===== src/rtl/serial_adder_if.sv =====
// ============================================================================
// serial_adder_if : start/busy/done handshake and operand/result bundle
// Revision 1.0 - initial release
// ============================================================================
`default_nettype none

interface serial_adder_if #(
  parameter int WIDTH = 8
);
  logic             start;
  logic [WIDTH-1:0] a;
  logic [WIDTH-1:0] b;
  logic             cin;
  logic             sub;
  logic             busy;
  logic             done;
  logic [WIDTH-1:0] sum;
  logic             carry;
  logic             overflow;

  modport master (
    output start, a, b, cin, sub,
    input  busy, done, sum, carry, overflow
  );

  modport slave (
    input  start, a, b, cin, sub,
    output busy, done, sum, carry, overflow
  );
endinterface

`default_nettype wire


===== src/rtl/serial_adder.sv =====
// ============================================================================
// serial_adder : multi-cycle LSB-first adder, BITS_PER_CYC bits per clock
// Optional subtract mode built when SERIAL_ADDER_SUB_EN is defined.
// Revision 1.0 - initial release
// ============================================================================
`default_nettype none

module serial_adder #(
  parameter int WIDTH        = 8,
  parameter int BITS_PER_CYC = 1
) (
  input  wire logic      clk,
  input  wire logic      rst,
  serial_adder_if.slave  bus
);

  localparam int N      = WIDTH / BITS_PER_CYC;
  localparam int STEP_W = $clog2(N) + 1;
  localparam int SHIFT  = WIDTH - BITS_PER_CYC;
  localparam logic [STEP_W-1:0] LAST_STEP = STEP_W'(N - 1);

  typedef enum logic [1:0] {
    S_IDLE = 2'd0,
    S_RUN  = 2'd1,
    S_DONE = 2'd2
  } state_t;

  state_t                state;
  logic [WIDTH-1:0]      op_a;
  logic [WIDTH-1:0]      op_b;
  logic [WIDTH-1:0]      work;
  logic                  cy;
  logic [STEP_W-1:0]     step;

  logic [BITS_PER_CYC:0]   chain_c;
  logic [BITS_PER_CYC-1:0] chain_s;
  logic [WIDTH-1:0]        work_next;
  logic [WIDTH-1:0]        load_b;
  logic                    load_cy;

  assign chain_c[0] = cy;

  generate
    for (genvar i = 0; i < BITS_PER_CYC; i++) begin : g_slice
      assign chain_s[i]   = op_a[i] ^ op_b[i] ^ chain_c[i];
      assign chain_c[i+1] = (op_a[i] & op_b[i]) | (chain_c[i] & (op_a[i] ^ op_b[i]));
    end
  endgenerate

  // New result bits enter at the MSB end; after N steps bit 0 has reached position 0.
  assign work_next = (work >> BITS_PER_CYC) | (WIDTH'(chain_s) << SHIFT);

`ifdef SERIAL_ADDER_SUB_EN
  assign load_b  = bus.sub ? ~bus.b : bus.b;
  assign load_cy = bus.sub ? 1'b1   : bus.cin;
`else
  logic unused_sub;
  assign unused_sub = bus.sub;
  assign load_b     = bus.b;
  assign load_cy    = bus.cin;
`endif

  always_ff @(posedge clk) begin
    if (rst) begin
      state        <= S_IDLE;
      op_a         <= '0;
      op_b         <= '0;
      work         <= '0;
      cy           <= 1'b0;
      step         <= '0;
      bus.busy     <= 1'b0;
      bus.done     <= 1'b0;
      bus.sum      <= '0;
      bus.carry    <= 1'b0;
      bus.overflow <= 1'b0;
    end else begin
      case (state)
        S_IDLE: begin
          bus.done <= 1'b0;
          if (bus.start) begin
            op_a     <= bus.a;
            op_b     <= load_b;
            cy       <= load_cy;
            work     <= '0;
            step     <= '0;
            bus.busy <= 1'b1;
            state    <= S_RUN;
          end
        end
        S_RUN: begin
          op_a <= op_a >> BITS_PER_CYC;
          op_b <= op_b >> BITS_PER_CYC;
          cy   <= chain_c[BITS_PER_CYC];
          work <= work_next;
          step <= step + 1'b1;
          // On the final step the top slice of the chain is the operand MSB.
          if (step == LAST_STEP) begin
            bus.sum      <= work_next;
            bus.carry    <= chain_c[BITS_PER_CYC];
            bus.overflow <= chain_c[BITS_PER_CYC-1] ^ chain_c[BITS_PER_CYC];
            bus.done     <= 1'b1;
            state        <= S_DONE;
          end
        end
        S_DONE: begin
          bus.done <= 1'b0;
          bus.busy <= 1'b0;
          state    <= S_IDLE;
        end
        default: begin
          bus.done <= 1'b0;
          bus.busy <= 1'b0;
          state    <= S_IDLE;
        end
      endcase
    end
  end

endmodule

`default_nettype wire


===== src/flat_wrapper.sv =====
// flat-port wrapper written by rule: the top's interface ports become plain ports
module serial_adder_flat 
#(
  parameter int WIDTH        = 8,
  parameter int BITS_PER_CYC = 1
)
  (clk, rst, bus_start, bus_a, bus_b, bus_cin, bus_sub, bus_busy, bus_done, bus_sum, bus_carry, bus_overflow);
  serial_adder_if #(.WIDTH(WIDTH)) bus_i ();
  input  wire logic clk;
  input  wire logic rst;
  input wire logic [$bits(bus_i.start)-1:0] bus_start;
  input wire logic [$bits(bus_i.a)-1:0] bus_a;
  input wire logic [$bits(bus_i.b)-1:0] bus_b;
  input wire logic [$bits(bus_i.cin)-1:0] bus_cin;
  input wire logic [$bits(bus_i.sub)-1:0] bus_sub;
  output wire logic [$bits(bus_i.busy)-1:0] bus_busy;
  output wire logic [$bits(bus_i.done)-1:0] bus_done;
  output wire logic [$bits(bus_i.sum)-1:0] bus_sum;
  output wire logic [$bits(bus_i.carry)-1:0] bus_carry;
  output wire logic [$bits(bus_i.overflow)-1:0] bus_overflow;
  assign bus_i.start = bus_start;
  assign bus_i.a = bus_a;
  assign bus_i.b = bus_b;
  assign bus_i.cin = bus_cin;
  assign bus_i.sub = bus_sub;
  assign bus_busy = bus_i.busy;
  assign bus_done = bus_i.done;
  assign bus_sum = bus_i.sum;
  assign bus_carry = bus_i.carry;
  assign bus_overflow = bus_i.overflow;
  serial_adder #(.WIDTH(WIDTH), .BITS_PER_CYC(BITS_PER_CYC)) u_core (.clk(clk), .rst(rst), .bus(bus_i));
endmodule

===== config.mk =====
export PLATFORM = sky130hd
export DESIGN_NAME = serial_adder_flat
export DESIGN_NICKNAME = d
export VERILOG_FILES = /design/src/rtl/serial_adder_if.sv /design/src/rtl/serial_adder.sv /design/src/flat_wrapper.sv
export SDC_FILE = /design/constraint.sdc
export NUM_CORES = 1
export LEC_CHECK = 0
export ABC_AREA = 1
export CAP_MARGIN = 40
export CORE_MARGIN = 10
export CORE_UTILIZATION = 50
export DETAILED_ROUTE_END_ITERATION = 12
export PLACE_DENSITY = 0.84
export SYNTH_ARGS = -nofsm -noshare
export SYNTH_HDL_FRONTEND = slang
export SYNTH_SLANG_ARGS = --single-unit

===== constraint.sdc =====
create_clock -name clk -period 2.2 [get_ports clk]
set_clock_uncertainty 0.05 [all_clocks]
set_input_delay 0.33 -clock clk [delete_from_list [all_inputs] [get_ports clk]]
set_output_delay 0.33 -clock clk [all_outputs]
set_load 0.05 [all_outputs]

Yosys cells after proc, flatten, opt, wreduce, memory -nomap -nowiden
Cells that the tools add are included.
Widths: inputs -> output; s select.
{"block": "word_totals", "ff_bits": 43, "wordCells": 46}
{"block": "op_classes", "add_sub_neg": 1, "n_eq_ne": 4, "mux": 15, "bitwise_logic": 8, "reduce_logical": 7}
{"operator": "$pmux 8 s2", "n": 3}
{"operator": "$mux 8", "n": 3}
{"operator": "$or 7x8->8", "n": 1}
{"operator": "$pmux 4 s2", "n": 1}
{"operator": "$reduce_and 2->1", "n": 4}
{"operator": "$add 4x1->4 const B", "n": 1}
{"operator": "$eq 4x3->1 const B", "n": 1}
{"operator": "$mux 2", "n": 2}
{"operator": "$mux 4", "n": 1}
{"operator": "$pmux 1 s2", "n": 2}
{"operator": "$pmux 2 s2", "n": 1}
{"operator": "$xor 1x1->1", "n": 3}
{"operator": "$and 1x1->1", "n": 2}
{"operator": "$eq 2x1->1 const B", "n": 1}
{"operator": "$logic_not 2->1", "n": 1}
{"operator": "$mux 1", "n": 2}
{"operator": "$ne 2x1->1 const B", "n": 1}
{"operator": "$ne 2x2->1 const B", "n": 1}
{"operator": "$reduce_bool 2->1", "n": 1}
{"operator": "$reduce_or 2->1", "n": 1}
{"operator": "$not 1->1", "n": 1}
{"operator": "$or 1x1->1", "n": 1}

Longest topological paths before layout
{"block": "depth", "word_depth": 4, "depth_mapped": 7}

Least setup slack after synthesis
No wires, ideal clock.
{"block": "synth_timing", "kind": "flip-flop to flip-flop", "start": "reg u_core.cy", "end": "reg u_core.bus.overflow", "setup_time_ns": 0.114, "arrival_time_ns": 1.073, "required_time_ns": 2.036, "setup_slack_ns": 0.963, "stages_incl_launch_ff": 8, "n_path_buf": 0, "synth_period_minus_slack_ns": 1.237, "path_cell_list": "dfxtp_1 > fa_1 > inv_1 > nand2_1 > nand2_1 > nand3_1 > nand2_1 > nor2_1"}
{"block": "synth_between", "elab_chain_len": 3}
{"item": "from (decl)", "line_no": "serial_adder.sv:32", "text": "logic cy;"}
{"item": "from (signal assigned)", "line_no": "serial_adder.sv:83", "text": "cy <= load_cy;"}
{"item": "from (signal assigned)", "line_no": "serial_adder.sv:93", "text": "cy <= chain_c[BITS_PER_CYC];"}
{"item": "$and 1x1->1", "line_no": "serial_adder.sv:46", "text": "assign chain_c[i+1] = (op_a[i] & op_b[i]) | (chain_c[i] & (op_a[i] ^ op_b[i]));"}
{"item": "$or 1x1->1", "line_no": "serial_adder.sv:46"}
{"item": "named net u_core.chain_c[1]", "line_no": "serial_adder.sv:35", "text": "logic [BITS_PER_CYC:0] chain_c;"}
{"item": "$xor 1x1->1", "line_no": "serial_adder.sv:100", "text": "bus.overflow <= chain_c[BITS_PER_CYC-1] ^ chain_c[BITS_PER_CYC];"}
{"item": "to (signal assigned)", "line_no": "serial_adder.sv:100"}
{"item": "to (decl)", "line_no": "serial_adder_if.sv:28", "text": "output busy, done, sum, carry, overflow"}
The timed path passes the listed nets, and every way through them passes these cells.
A chain may end at the register's enable or synchronous reset.

Final worst setup path
{"block": "layout_timing", "start": "reg u_core.bus.sum[7]", "end": "out bus_sum[7]"}
{"item": "from (decl)", "line_no": "serial_adder_if.sv:28"}
{"item": "from (signal assigned)", "line_no": "serial_adder.sv:98", "text": "bus.sum <= work_next;"}
{"item": "to (decl)", "line_no": "flat_wrapper.sv:18", "text": "output wire logic [$bits(bus_i.sum)-1:0] bus_sum;"}
No word-level cell between the ends.

==> reports/qor.yml <==
status: "finished, final reports clean"
ys_seq_area_frac: 0.467
die_y_um: 80.0
first_pass_iters: 4
pwr_density_cell_nw_per_um2: 665
cts_buffers: 5
r2r-end: "u_core.op_b[0]"
routed_wirelength_mm: 3.82
hold_buffers: 0
cp.required_ns: 1.82
clk_path_buf_depth: 2
ant_nets: 0
critPathCaptureType: "primary output"
place_area_um2: 2160
hold_viol: 0
io_buffers: 31
synth_nets: 285
worstHoldPathCells: 2
hold_class: "reg -> reg"
grt_first_pass_wirelength_mm: 6.53
power.leakage_nw: 0.968
cts_setup_buffers: 0
rsz0062_at_grt: "false"
ys.flop_type: "dfxtp_1"
critPathMaxStageDelay_ns: 0.80
layout_setup_ws_ns: 0.308
worstSetupPathType: "reg -> out"
fin_cells: 341
startpoint_type: "flop"
grt_pass1_vias: 1572
ys_ff_latch: 42
p_sw_w: 0.000382
switching_share: 0.256
routed-via-count: 1627
synthDistinctLibCells: 19
layout.nets: 317
ys.warnings.count: 0
cp_slowest_cell: "clkdlybuf4s50_1"
viasPerCell: 4.77
clk_pin_slew_ns: 0.13
r2r_slack_ns: 0.72
slew-limit-headroom: 0.599
seqPwrFrac: 0.541
netlist.area_leader.share: 0.467
setup_violations: 0
layout-drive-gt1-share: 0.0712
hpwlAfterDp_mm: 2.69
cts_num_sinks: 42
synth-async-reset-ratio: 0
die-area_um2: 6400
place_congestion: 0.794
io_pins: 33
p_comb_frac: 0.123
core_area_um2: 3420
setup_tns_ns: 0
grt_overflow: 0
max_freq_mhz: 529
diodes: 0
worst_pin_slew_ns: 0.600
hold_ws_ns: 0.400
synth_edf_count: 0
fillers: 317
drt_iter0_markers: 94
fp-row-count: 21
ir_drop_v: 0.000423
syn_avg_cell_area_um2: 6.88
yosysMostFrequentCell: "nand2_1"
ys_top_cells_by_area: "dfxtp_1 47%, nand2_1 15%, nor2_1 11%, nand3_1 8.6%, inv_1 4.6%"
dp_cells: 333
netlist_instances: 262
clock_latency_ns: 0.37
areaGrowthSynthToFinish_pct: 24.2
drv_slew: 0
cts-root-buf: "clkbuf_4"
worstReg2RegStart: "u_core.state[1]"
grt_max_degree: 30
cts_tree: "built"
grt_antenna_before_repair: 0
crit_buf_inv: 1
holdPathEnd: "u_core.op_a[3]"
clkPwrFrac: 0.336
grt_usage: 0.125
maxCapViolations: 0
worstPathArrival_ns: 1.51
synth_common_cells: "71 x nand2_1, 53 x nor2_1, 42 x dfxtp_1"
post_drt_wl_per_cell_um: 11.2
critical_path.cell_chain: "clkdlybuf4s50_1"
initial_core_util: 0.527
fin_crit_ns: 1.89
fin_area_um2: 2240
p_int_w: 0.00111
synth_area_um2: 1800
fp.dieW_um: 80.0
reg2reg_depth: 7
synth_largest_area_cell: "dfxtp_1"
hp-start: "u_core.op_a[4]"
cts_resized: 0
crit_fanout: 2
pre_cts_slack_ns: 0.559
critical-path-top-delay-family: "buffers and inverters"
fin_crit_sh: 0.860
drcViolationCount: 0
htree_levels: 2
==> worst max-delay path by stage <==
stage	from	end	slack (ns)	cells past startpoint
floorplan	u_core.cy	u_core.bus.overflow	0.96	7
global placement	rst	u_core.work[7]	0.59	6
detailed placement	rst	u_core.work[7]	0.56	6
CTS	u_core.bus.sum[7]	bus_sum[7]	0.29	1
global route	u_core.bus.sum[7]	bus_sum[7]	0.25	1
finish	u_core.bus.sum[7]	bus_sum[7]	0.31	1
==> power groups by stage <==
stage | Sequential (W) | Clock, W | Combinational (W)
final | 0.000805 | 0.000500 | 0.000184
after global routing | 0.000810 | 0.000530 | 0.000207
after CTS | 0.000805 | 0.000500 | 0.000185
after detailed placement | 0.000822 | 0 | 0.000184
after global placement | 0.000821 | 0 | 0.000179
after floorplan | 0.000824 | 0 | 0.000112
==> final cells by class <==
| cell class | instances | area (um^2) | share of cell area |
|---|---|---|---|
| clock buffer | 6 | 41.3 | 0.0184 |
| clock inverter | 2 | 37.5 | 0.0168 |
| inverter | 25 | 93.8 | 0.0419 |
| sequential | 42 | 841 | 0.376 |
| timing repair buffer | 37 | 355 | 0.159 |
| tap | 46 | 57.6 | 0.0257 |
| multi-input combinational | 183 | 812 | 0.363 |
==> logic make-up after synthesis <==
| group | Yosys count | share of synthesized area |
|---|---|---|
| simple gates | 163 | 0.377 |
| compound gates | 18 | 0.0556 |
| buf+inv | 37 | 0.0826 |
| flops | 42 | 0.467 |
| fa+ha+maj | 2 | 0.0181 |
==> sequential cells by signal (all words and copies together), names as in the netlist <==
| name | count |
|---|---|
| u_core.step | 4 |
| u_core.bus.sum | 8 |
| u_core.bus.busy | 1 |
| u_core.bus.overflow | 1 |
| u_core.op_b | 8 |
| u_core.bus.carry | 1 |
| u_core.state | 2 |
| u_core.op_a | 8 |
| u_core.bus.done | 1 |
| u_core.cy | 1 |
| u_core.work | 7 |
==> per-stage QoR <==
stage	utilization	power, W
after floorplan	-	0.000937
after global placement	0.632	0.00100
after detailed placement	0.632	0.00101
after CTS	0.655	0.00149
after global routing	0.655	0.00155
final	0.655	0.00149
==> cells in the final DEF (no fill, tap or decap), drive strengths merged, types with 2 or more instances in the layout <==
cell	n
inv	25
clkbuf	6
buf	6
nand3b	3
nor2	56
o21ai	9
o22ai	6
clkdlybuf4s50	31
nand2	73
nand3	31
dfxtp	42
a21oi	2
==> routing by layer <==
layer | track usage | vias to the layer above | wire [um]
met5 | 0 | - | 0
met4 | 0.0563 | 0 | 43
met3 | 0.0349 | 5 | 219
met2 | 0.214 | 37 | 1820
met1 | 0.139 | 702 | 1740
li1 | - | 883 | -
Note: power is estimated with default switching activity, not from simulation.
